==> src/rtl/ebus_diag_pkg.sv <==
// Shared types and helpers for the EBUS diagnostic-function sequencer.
package ebus_diag_pkg;

  localparam int DIAG_CNT_W = 4;

  typedef enum logic [2:0] {
    ST_IDLE   = 3'd0,
    ST_SETUP  = 3'd1,
    ST_STROBE = 3'd2,
    ST_HOLD   = 3'd3,
    ST_DONE   = 3'd4
  } diagSeqState_t;

  typedef bit [0:6] diagFunc_t;

  // Diag codes 100-177 (ds[0] set) are reads; 000-077 are writes.
  function automatic logic isReadFunc(input diagFunc_t f);
    return f[0];
  endfunction

endpackage

==> src/rtl/diag_rr_arb2.sv <==
// Two-input round-robin arbiter: combinational one-hot grant, pointer moves
// to the other requester whenever a grant is accepted.
module diag_rr_arb2 (
  input  logic       clk,
  input  logic       rst_n,
  input  logic [0:1] i_valid,
  input  logic       i_accept,
  output logic [0:1] o_grant
);

  // r_ptr = 0: requester 0 has priority; r_ptr = 1: requester 1 has priority.
  logic r_ptr;

  always_comb begin
    o_grant = 2'b00;
    if (!r_ptr) begin
      o_grant[0] = i_valid[0];
      o_grant[1] = i_valid[1] & ~i_valid[0];
    end else begin
      o_grant[1] = i_valid[1];
      o_grant[0] = i_valid[0] & ~i_valid[1];
    end
  end

  always_ff @(posedge clk or negedge rst_n) begin
    if (!rst_n) begin
      r_ptr <= 1'b0;
    end else if (i_accept && (|o_grant)) begin
      r_ptr <= o_grant[0];
    end
  end

endmodule

==> src/rtl/ebus_diag_seq.sv <==
// EBUS diag-function sequencer: arbitrates two requesters and drives ds/data/strobe
// with programmable setup, strobe and hold. Optional parity check: EBUS_DIAG_PARITY_EN.
module ebus_diag_seq
  import ebus_diag_pkg::*;
#(
  parameter int SETUP_CYC  = 2,
  parameter int STROBE_CYC = 4,
  parameter int HOLD_CYC   = 2
) (
  input  logic        clk,
  input  logic        rst_n,
  input  logic [0:1]  req_valid,
  input  logic [0:6]  req_func0,
  input  logic [0:6]  req_func1,
  input  logic [0:35] req_wdata0,
  input  logic [0:35] req_wdata1,
  output logic [0:1]  req_ready,
  output logic [0:1]  resp_valid,
  output logic [0:35] resp_data,
  output logic        resp_par_err,
  output logic        busy,
  output logic [0:6]  ebus_ds,
  output logic        ebus_diag_strobe,
  output logic        ebus_drive,
  output logic [0:35] ebus_data_out,
  input  logic [0:35] ebus_data_in,
  input  logic        ebus_par_in
);

  localparam logic [DIAG_CNT_W-1:0] SETUP_LD  = DIAG_CNT_W'((SETUP_CYC  > 0) ? SETUP_CYC  - 1 : 0);
  localparam logic [DIAG_CNT_W-1:0] STROBE_LD = DIAG_CNT_W'((STROBE_CYC > 0) ? STROBE_CYC - 1 : 0);
  localparam logic [DIAG_CNT_W-1:0] HOLD_LD   = DIAG_CNT_W'((HOLD_CYC   > 0) ? HOLD_CYC   - 1 : 0);

  diagSeqState_t         r_state, w_state_next;
  logic [DIAG_CNT_W-1:0] r_cnt, w_cnt_next;
  logic                  r_start, w_start_next;
  logic                  w_accept;
  logic [0:1]            w_grant;

  diagFunc_t             r_func;
  logic [0:35]           r_wdata;
  logic                  r_owner;
  logic [0:35]           r_rdata;

  logic [0:1]            r_req_ready;
  logic [0:1]            r_resp_valid;
  logic [0:35]           r_resp_data;
  logic                  r_busy;
  logic [0:6]            r_ds;
  logic                  r_strobe;
  logic                  r_drive;
  logic [0:35]           r_data_out;

  logic                  w_phase_next;
  logic                  w_done_next;
  logic                  w_cap_en;
  logic [0:35]           w_rd_src;

  diag_rr_arb2 u_arb (
    .clk      (clk),
    .rst_n    (rst_n),
    .i_valid  (req_valid),
    .i_accept (w_accept),
    .o_grant  (w_grant)
  );

  // r_start marks the accept cycle (req_ready high, ds still 0) so the grant
  // is separated from the first SETUP cycle without adding a visible state.
  always_comb begin
    w_state_next = r_state;
    w_cnt_next   = r_cnt;
    w_start_next = 1'b0;
    w_accept     = 1'b0;
    unique case (r_state)
      ST_IDLE: begin
        if (r_start) begin
          if (SETUP_CYC == 0) begin
            w_state_next = ST_STROBE;
            w_cnt_next   = STROBE_LD;
          end else begin
            w_state_next = ST_SETUP;
            w_cnt_next   = SETUP_LD;
          end
        end else if (|req_valid) begin
          w_accept     = 1'b1;
          w_start_next = 1'b1;
        end
      end
      ST_SETUP: begin
        if (r_cnt == '0) begin
          w_state_next = ST_STROBE;
          w_cnt_next   = STROBE_LD;
        end else begin
          w_cnt_next = r_cnt - 1'b1;
        end
      end
      ST_STROBE: begin
        if (r_cnt == '0) begin
          if (HOLD_CYC == 0) begin
            w_state_next = ST_DONE;
          end else begin
            w_state_next = ST_HOLD;
            w_cnt_next   = HOLD_LD;
          end
        end else begin
          w_cnt_next = r_cnt - 1'b1;
        end
      end
      ST_HOLD: begin
        if (r_cnt == '0) begin
          w_state_next = ST_DONE;
        end else begin
          w_cnt_next = r_cnt - 1'b1;
        end
      end
      ST_DONE: begin
        w_state_next = ST_IDLE;
        if (|req_valid) begin
          w_accept     = 1'b1;
          w_start_next = 1'b1;
        end
      end
      default: w_state_next = ST_IDLE;
    endcase
  end

  always_ff @(posedge clk or negedge rst_n) begin
    if (!rst_n) begin
      r_state <= ST_IDLE;
      r_cnt   <= '0;
      r_start <= 1'b0;
    end else begin
      r_state <= w_state_next;
      r_cnt   <= w_cnt_next;
      r_start <= w_start_next;
    end
  end

  assign w_phase_next = (w_state_next == ST_SETUP) || (w_state_next == ST_STROBE) ||
                        (w_state_next == ST_HOLD);
  assign w_done_next  = (w_state_next == ST_DONE);
  assign w_cap_en     = (r_state == ST_STROBE) && (r_cnt == '0);
  // With no hold phase the capture and completion share one edge, so bypass.
  assign w_rd_src     = (r_state == ST_STROBE) ? ebus_data_in : r_rdata;

  always_ff @(posedge clk or negedge rst_n) begin
    if (!rst_n) begin
      r_func       <= '0;
      r_wdata      <= '0;
      r_owner      <= 1'b0;
      r_rdata      <= '0;
      r_req_ready  <= '0;
      r_resp_valid <= '0;
      r_resp_data  <= '0;
      r_busy       <= 1'b0;
      r_ds         <= '0;
      r_strobe     <= 1'b0;
      r_drive      <= 1'b0;
      r_data_out   <= '0;
    end else begin
      r_req_ready <= w_accept ? w_grant : 2'b00;
      if (w_accept) begin
        r_func  <= w_grant[0] ? req_func0 : req_func1;
        r_wdata <= w_grant[0] ? req_wdata0 : req_wdata1;
        r_owner <= w_grant[1];
      end
      if (w_cap_en) begin
        r_rdata <= ebus_data_in;
      end
      r_ds       <= w_phase_next ? r_func : '0;
      r_drive    <= w_phase_next && !isReadFunc(r_func);
      r_data_out <= (w_phase_next && !isReadFunc(r_func)) ? r_wdata : '0;
      r_strobe   <= (w_state_next == ST_STROBE);
      r_busy     <= (w_state_next != ST_IDLE);
      r_resp_valid <= w_done_next ? {~r_owner, r_owner} : 2'b00;
      if (w_done_next && isReadFunc(r_func)) begin
        r_resp_data <= w_rd_src;
      end
    end
  end

`ifdef EBUS_DIAG_PARITY_EN
  logic r_par_cap;
  logic r_par_err;
  logic w_par_src;

  assign w_par_src = (r_state == ST_STROBE) ? ebus_par_in : r_par_cap;

  // Odd parity over data plus parity bit is the good case.
  always_ff @(posedge clk or negedge rst_n) begin
    if (!rst_n) begin
      r_par_cap <= 1'b0;
      r_par_err <= 1'b0;
    end else begin
      if (w_cap_en) begin
        r_par_cap <= ebus_par_in;
      end
      r_par_err <= w_done_next && isReadFunc(r_func) && ~(^{w_rd_src, w_par_src});
    end
  end

  assign resp_par_err = r_par_err;
`else
  logic w_unused_par;
  assign w_unused_par = ebus_par_in;
  assign resp_par_err = 1'b0;
`endif

  assign req_ready        = r_req_ready;
  assign resp_valid       = r_resp_valid;
  assign resp_data        = r_resp_data;
  assign busy             = r_busy;
  assign ebus_ds          = r_ds;
  assign ebus_diag_strobe = r_strobe;
  assign ebus_drive       = r_drive;
  assign ebus_data_out    = r_data_out;

endmodule

==> config.mk <==
export PLATFORM = sky130hd
export DESIGN_NAME = ebus_diag_seq
export DESIGN_NICKNAME = d
export VERILOG_FILES = /design/src/rtl/ebus_diag_pkg.sv /design/src/rtl/diag_rr_arb2.sv /design/src/rtl/ebus_diag_seq.sv
export SDC_FILE = /design/constraint.sdc
export NUM_CORES = 1
export LEC_CHECK = 0
export ABC_CLOCK_PERIOD_IN_PS = 2200
export CORE_ASPECT_RATIO = 0.9
export CORE_UTILIZATION = 47
export CTS_CLUSTER_SIZE = 16
export DETAILED_ROUTE_END_ITERATION = 16
export PLACE_DENSITY_LB_ADDON = 0.1
export SYNTH_ARGS = -nofsm -noshare
export SYNTH_HDL_FRONTEND = slang
export SYNTH_SLANG_ARGS = --single-unit
==> constraint.sdc <==
create_clock -name clk -period 2.2 [get_ports clk]
set_input_delay 0.33 -clock clk [delete_from_list [all_inputs] [get_ports clk]]
set_output_delay 0.33 -clock clk [all_outputs]
set_load 0.005 [all_outputs]
# Yosys cells after proc, flatten, opt, wreduce, memory -nomap -nowiden
# Cells that the tools add are included.
[totals] regBits=175 output_inout_bits=87 inputBits=127
[classes] reduce_logical=14 n_mux=21 bitwise_logic=5 n_addsub=1 n_eq_ne=10
[ops] cell="$mux W36" count=3
[ops] cell="$mux W4" count=4
[ops] cell="$pmux W4 S4" count=1
[ops] cell="$mux W7" count=2
[ops] cell="$eq A3 B2 Y1 const B" count=4
[ops] cell="$mux W3" count=4
[ops] cell="$pmux W3 S4" count=1
[ops] cell="$eq A3 B1 Y1 const B" count=2
[ops] cell="$eq A3 B3 Y1 const B" count=2
[ops] cell="$mux W2" count=3
[ops] cell="$logic_and A1 B1 Y1" count=4
[ops] cell="$logic_not A4 Y1" count=1
[ops] cell="$ne A2 B2 Y1 const B" count=2
[ops] cell="$reduce_bool A4 Y1" count=1
[ops] cell="$reduce_or A2 Y1" count=2
[ops] cell="$sub A4 B1 Y4 const B" count=1
[ops] cell="$logic_not A3 Y1" count=1
[ops] cell="$not A1 Y1" count=3
[ops] cell="$reduce_and A3 Y1" count=1
[ops] cell="$reduce_bool A3 Y1" count=1
[ops] cell="$and A1 B1 Y1" count=2
[ops] cell="$logic_or A1 B1 Y1" count=2
[ops] cell="$mux W1" count=2
[ops] cell="$pmux W1 S2" count=1
[ops] cell="$logic_not A1 Y1" count=1

# Longest topological paths before layout
[depth] word_depth=8 depth_mapped=8

# By module
# A second synthesis with hierarchy kept.
[hier_totals] hier_cells=591 hier_area_um2=7103.1
[modules_own_cells] module="ebus_diag_seq" cells_per_inst=585 instances=1 area_per_inst_um2=7048.0
[modules_own_cells] module="diag_rr_arb2" cells_per_inst=6 instances=1 area_per_inst_um2=55.1

# Least setup slack after synthesis
# Ideal clock, no wire load.
[synth_timing] path_type="reg-to-reg" start="reg r_cnt[0]" end="reg r_rdata[13] in the netlist's numbering" path_slack_ns=0.452 path_buffers=1 synth_period_minus_slack_ns=1.748 t_arrival_ns=1.621 stages_incl_launch_ff=7 path_cell_list="dfrtp_1 inv_1 ha_1 nor3b_2 nand2_2 buf_2 mux2_1"
[synth_between] elab_chain_cells=2
[synth_rtl] item="start: declaration" line="ebus_diag_seq.sv:35" source="logic [DIAG_CNT_W-1:0] r_cnt, w_cnt_next;"
[synth_rtl] item="start signal: assignment" line="ebus_diag_seq.sv:134" source="r_cnt <= w_cnt_next;"
[synth_rtl] item="$logic_not A4 Y1" line="ebus_diag_seq.sv:142" source="assign w_cap_en = (r_state == ST_STROBE) && (r_cnt == '0);"
[synth_rtl] item="$logic_and A1 B1 Y1" line="ebus_diag_seq.sv:142"
[synth_rtl] item="end signal: assignment" line="ebus_diag_seq.sv:168" source="r_rdata <= ebus_data_in;"
[synth_rtl] item="end: declaration" line="ebus_diag_seq.sv:43" source="logic [0:35] r_rdata;"
# Every way passes these cells.
# A chain may end at the register's enable or synchronous reset.

# Worst setup path in the final report
[layout_timing] start="reg r_cnt[0]" end="reg r_resp_data, in the netlist resp_data[27]"
[layout_between] elab_chain_cells=5 word_cells_on_any_way=7 classes_between="eq/ne: 1; mux: 4; reduce/logical: 2"
[layout_rtl] item="$logic_not A4 Y1 (*)" line="ebus_diag_seq.sv:90, ebus_diag_seq.sv:98, ebus_diag_seq.sv:110"
[layout_rtl] item="$mux W3 (on tied branches)" line="ebus_diag_seq.sv:110, ebus_diag_seq.sv:90, ebus_diag_seq.sv:98"
[layout_rtl] item="$pmux W3 S4 (*)" line="ebus_diag_seq.sv:74" source="unique case (r_state)"
[layout_rtl] item="$eq A3 B3 Y1 (*)" line="ebus_diag_seq.sv:141" source="assign w_done_next = (w_state_next == ST_DONE);"
[layout_rtl] item="$logic_and A1 B1 Y1 (*)" line="ebus_diag_seq.sv:176" source="if (w_done_next && isReadFunc(r_func)) begin"
[layout_rtl] item="end signal: assignment" line="ebus_diag_seq.sv:177" source="r_resp_data <= w_rd_src;"
[layout_rtl] item="end: declaration" line="ebus_diag_seq.sv:47" source="logic [0:35] r_resp_data;"
# Every way passes the cells marked *; elsewhere a longest branch is shown, timed or not.

==> impl_metrics.py <==
metrics = {
    "floorplan": {
        "design.core.area_um2": 14700,
        "die_area_um2": 15600,
        "pin_count": 214,
        "num_rows": 42,
        "die_y_um": 119,
        "start_util_pct": 48.3,
        "die_x_um": 132,
    },
    "worst_setup_path": {
        "r2r_start": "r_cnt[0]",
        "timing.rr.end": "resp_data[27]",
        "start_kind": "flop",
        "crit_fanout": 72,
        "crit_buf_inv": 2,
        "worstSetupPathType": "reg2reg",
        "critPathArrivalTime_ns": 2.23,
        "r2r_slack_ns": 0.25,
        "rr_worst_depth": 7,
        "worstPathRequired_ns": 2.48,
        "cp_cell_sequence": "inv_1 > ha_1 > nor4b_1 > nand4_1 > buf_12 > nand2_1 > o21ai_0",
        "slowest_delay_ns": 0.43,
        "crit_family": "simple AND/OR/NAND/NOR gates",
        "cp-end-kind": "flop",
        "slowest_stage": "nor4b_1",
    },
    "power_and_ir_drop": {
        "pwr-share-comb_pct": 36.7,
        "pwr_density_cell_nw_per_um2": 1310,
        "internal_power_mw": 9.28,
        "cellLeakagePower_nw": 4.38,
        "ir_drop_mv": 0.614,
        "seqPwrFrac_pct": 40.9,
        "power_frac_clock_pct": 22.4,
        "switching_share_pct": 30.2,
        "switching_power_mw": 4.02,
    },
    "flow_run": {
        "drv_cap": 0,
    },
    "routing": {
        "drt_iter0_drc": 238,
        "wl_per_cell_um": 14.9,
        "viasPerCell": 4.95,
        "vias": 4971,
        "ant_nets": 0,
        "post-route-drc-count": 0,
        "routed_wl_um": 15000,
        "dr.pass1.iters": 6,
    },
    "clocking": {
        "cts_num_sinks": 175,
        "cts_resized": 0,
        "post_cts.repair.setup_buffers": 0,
        "clockRootBuffer": "clkbuf_16",
        "clkTransAtPathRegs_ns": 0.06,
        "htreeDepth": 4,
        "clock_path_buffers": 2,
        "cts_tree": "built",
        "cts_inserted_buffers": 17,
        "clk_latency_ns": 0.42,
    },
    "sta": {
        "max_freq_mhz": 514,
        "skew_ns": 0.00766,
        "holdWs_ns": 0.445,
        "slew_headroom_pct": 62.1,
        "slew_violations": 0,
        "setup_viol_count_final": 0,
        "finalCriticalPeriod_ns": 1.95,
        "worst_pin_slew_ns": 0.569,
        "hold_viol_final": 0,
        "rsz0062_at_grt": "no",
        "fin_setup_tns_ns": 0,
        "min_period_over_period_pct": 88.4,
    },
    "grt": {
        "gr-total-overflow": 0,
        "grt_pass1_wl_um": 24900,
        "grt_pass1_vias": 5106,
        "grt_max_degree": 73,
        "grt_use_total_pct": 20.7,
        "antenna_found_initial": 0,
    },
    "synthesis": {
        "ys_seq_elements": 175,
        "synth_ff_type": "dfrtp_1",
        "synth_cell_type_count": 33,
        "syn_inst": 584,
        "syn_area_um2": 7100,
        "syn_nets": 713,
        "synth_edf_count": 0,
        "syn_avg_cell_area_um2": 12.2,
        "async_flop_share_pct": 100,
        "yosysSeqAreaShare_pct": 61.7,
        "yosysWarnings": 0,
    },
    "layout": {
        "final_cell_mix": "clkdlybuf4s50_1, dfrtp_1, mux2i_1, nor2_1",
        "fin_nets": 923,
        "fillers": 1068,
        "diodes": 0,
        "final_common_cell": "clkdlybuf4s50_1",
        "drive_gt1_share_pct": 9.79,
        "syn_to_final_growth_pct": 43.0,
    },
    "outcome": {
        "status": "complete, no violations",
    },
    "placed_design": {
        "io_buffers": 211,
        "gp_congestion": 0.755,
        "hpwlAfterDp_um": 10400,
    },
    "hold_path": {
        "hold_path_class": "in2async",
    },
}
-- layer usage --
| layer | vias to the layer above | global-route usage, % | routed length [um] |
|---|---|---|---|
| met2 | 157 | 34.2 | 7340 |
| met1 | 2383 | 25.0 | 6400 |
| met4 | 0 | 8.36 | 265 |
| met3 | 26 | 6.56 | 980 |
| met5 | - | 0 | 0 |
| li1 | 2405 | - | - |
-- through the flow --
step	cells	cell area, um^2	power (mW)	setup WS [ns]	util (%)
after global placement	972	9550	10.2	0.188	64.9
after detailed placement	972	9550	10.4	0.0690	64.9
after global routing	1005	10200	14.2	0.110	69.0
final	1005	10200	13.3	0.255	69.0
after CTS	1005	10200	13.5	0.287	69.0
after floorplan	584	7100	7.97	0.452	-
-- worst reg2reg max path, delay by kind of cell (launching register included) --
family / cells / cell delay [ns]
fa+ha+maj: 1 / 0.21
buf+inv: 2 / 0.34
compound gates: 1 / 0.09
flops: 1 / 0.41
simple gates: 3 / 0.77
-- area by class of cell --
class / instances / area, um^2 / share of cell area (%)
Clock buffer: 20 / 457 / 4.50
Clock inverter: 12 / 134 / 1.32
Inverter: 4 / 15.0 / 0.148
Multi-Input combinational cell: 368 / 2540 / 25.0
Sequential cell: 175 / 4380 / 43.1
Tap cell: 198 / 248 / 2.44
Timing Repair Buffer: 228 / 2380 / 23.4
-- state kept, by name, indices dropped and copies added (netlist names), 2 cells and up --
signal and cells:
ebus_data_out 36, r_rdata 36, r_wdata 36, resp_data 36, ebus_ds 7, r_func 7, r_cnt 4, r_state 3
req_ready 2, resp_valid 2
-- how the worst max path moves through the flow --
stage                 startpoint  depth (start not counted)            end  slack (ns)
floorplan               r_cnt[0]                          6    r_rdata[13]        0.45
global route            r_cnt[0]                          7  resp_data[22]        0.11
CTS                     r_cnt[0]                          7  resp_data[18]        0.29
global placement    req_valid[1]                          7    r_wdata[16]        0.19
detailed placement  req_valid[1]                          7    r_wdata[11]        0.07
finish                  r_cnt[0]                          7  resp_data[27]        0.25
-- kinds of logic (layout without fill, tap and decap cells) --
| logic type | after synthesis | in the layout | share of synthesized area [%] |
|---|---|---|---|
| flip-flops | 175 | 175 | 61.7 |
| AND/OR/NAND/NOR | 153 | 153 | 10.5 |
| multiplexers | 118 | 118 | 17.3 |
| AO/OA/AOI/OAI | 92 | 92 | 7.10 |
| buffers and inverters | 41 | 264 | 2.85 |
| adder cells (fa/ha/maj) | 2 | 2 | 0.352 |
| XOR/XNOR | 2 | 2 | 0.247 |
| other | 1 | 1 | 0.0528 |
-- power by group through the flow --
stage          Sequential (mW)  Clock, mW  Combinational (mW)
3_3_place_gp              5.41          0                4.77
6_report                  5.44       2.98                4.88
5_1_grt                   5.62       3.17                5.43
3_5_place_dp              5.49          0                4.94
2_1_floorplan             5.36          0                2.61
4_1_cts                   5.45       3.04                4.97
-- Yosys cell counts, types with 2 or more instances --
cell        n  share of area [%]
clkbuf_1   10               0.53
nor3b_2     2               0.35
nand2_1    39                2.1
nor2b_1     3               0.26
buf_4       6               0.63
and3_1      2               0.18
mux2_2     22                3.5
nor2_1     54                2.9
mux2i_1    82                 12
nor3_1      3               0.21
o21ai_0    39                2.7
buf_2      21                1.5
a21oi_1    45                3.2
ha_1        2               0.35
a21boi_0    2               0.21
mux2_1     14                2.2
and2_1     45                4.0
a31oi_1     2               0.18
inv_1       3               0.16
dfrtp_1   175                 62
-- what timing repair did --
item                                   4_1_cts  5_1_grt
endpoints found under the hold margin       56        0
hold buffers                                 1        0
setup endpoints to repair                    0        0
No activity file was read; power rests on OpenSTA's default activity.
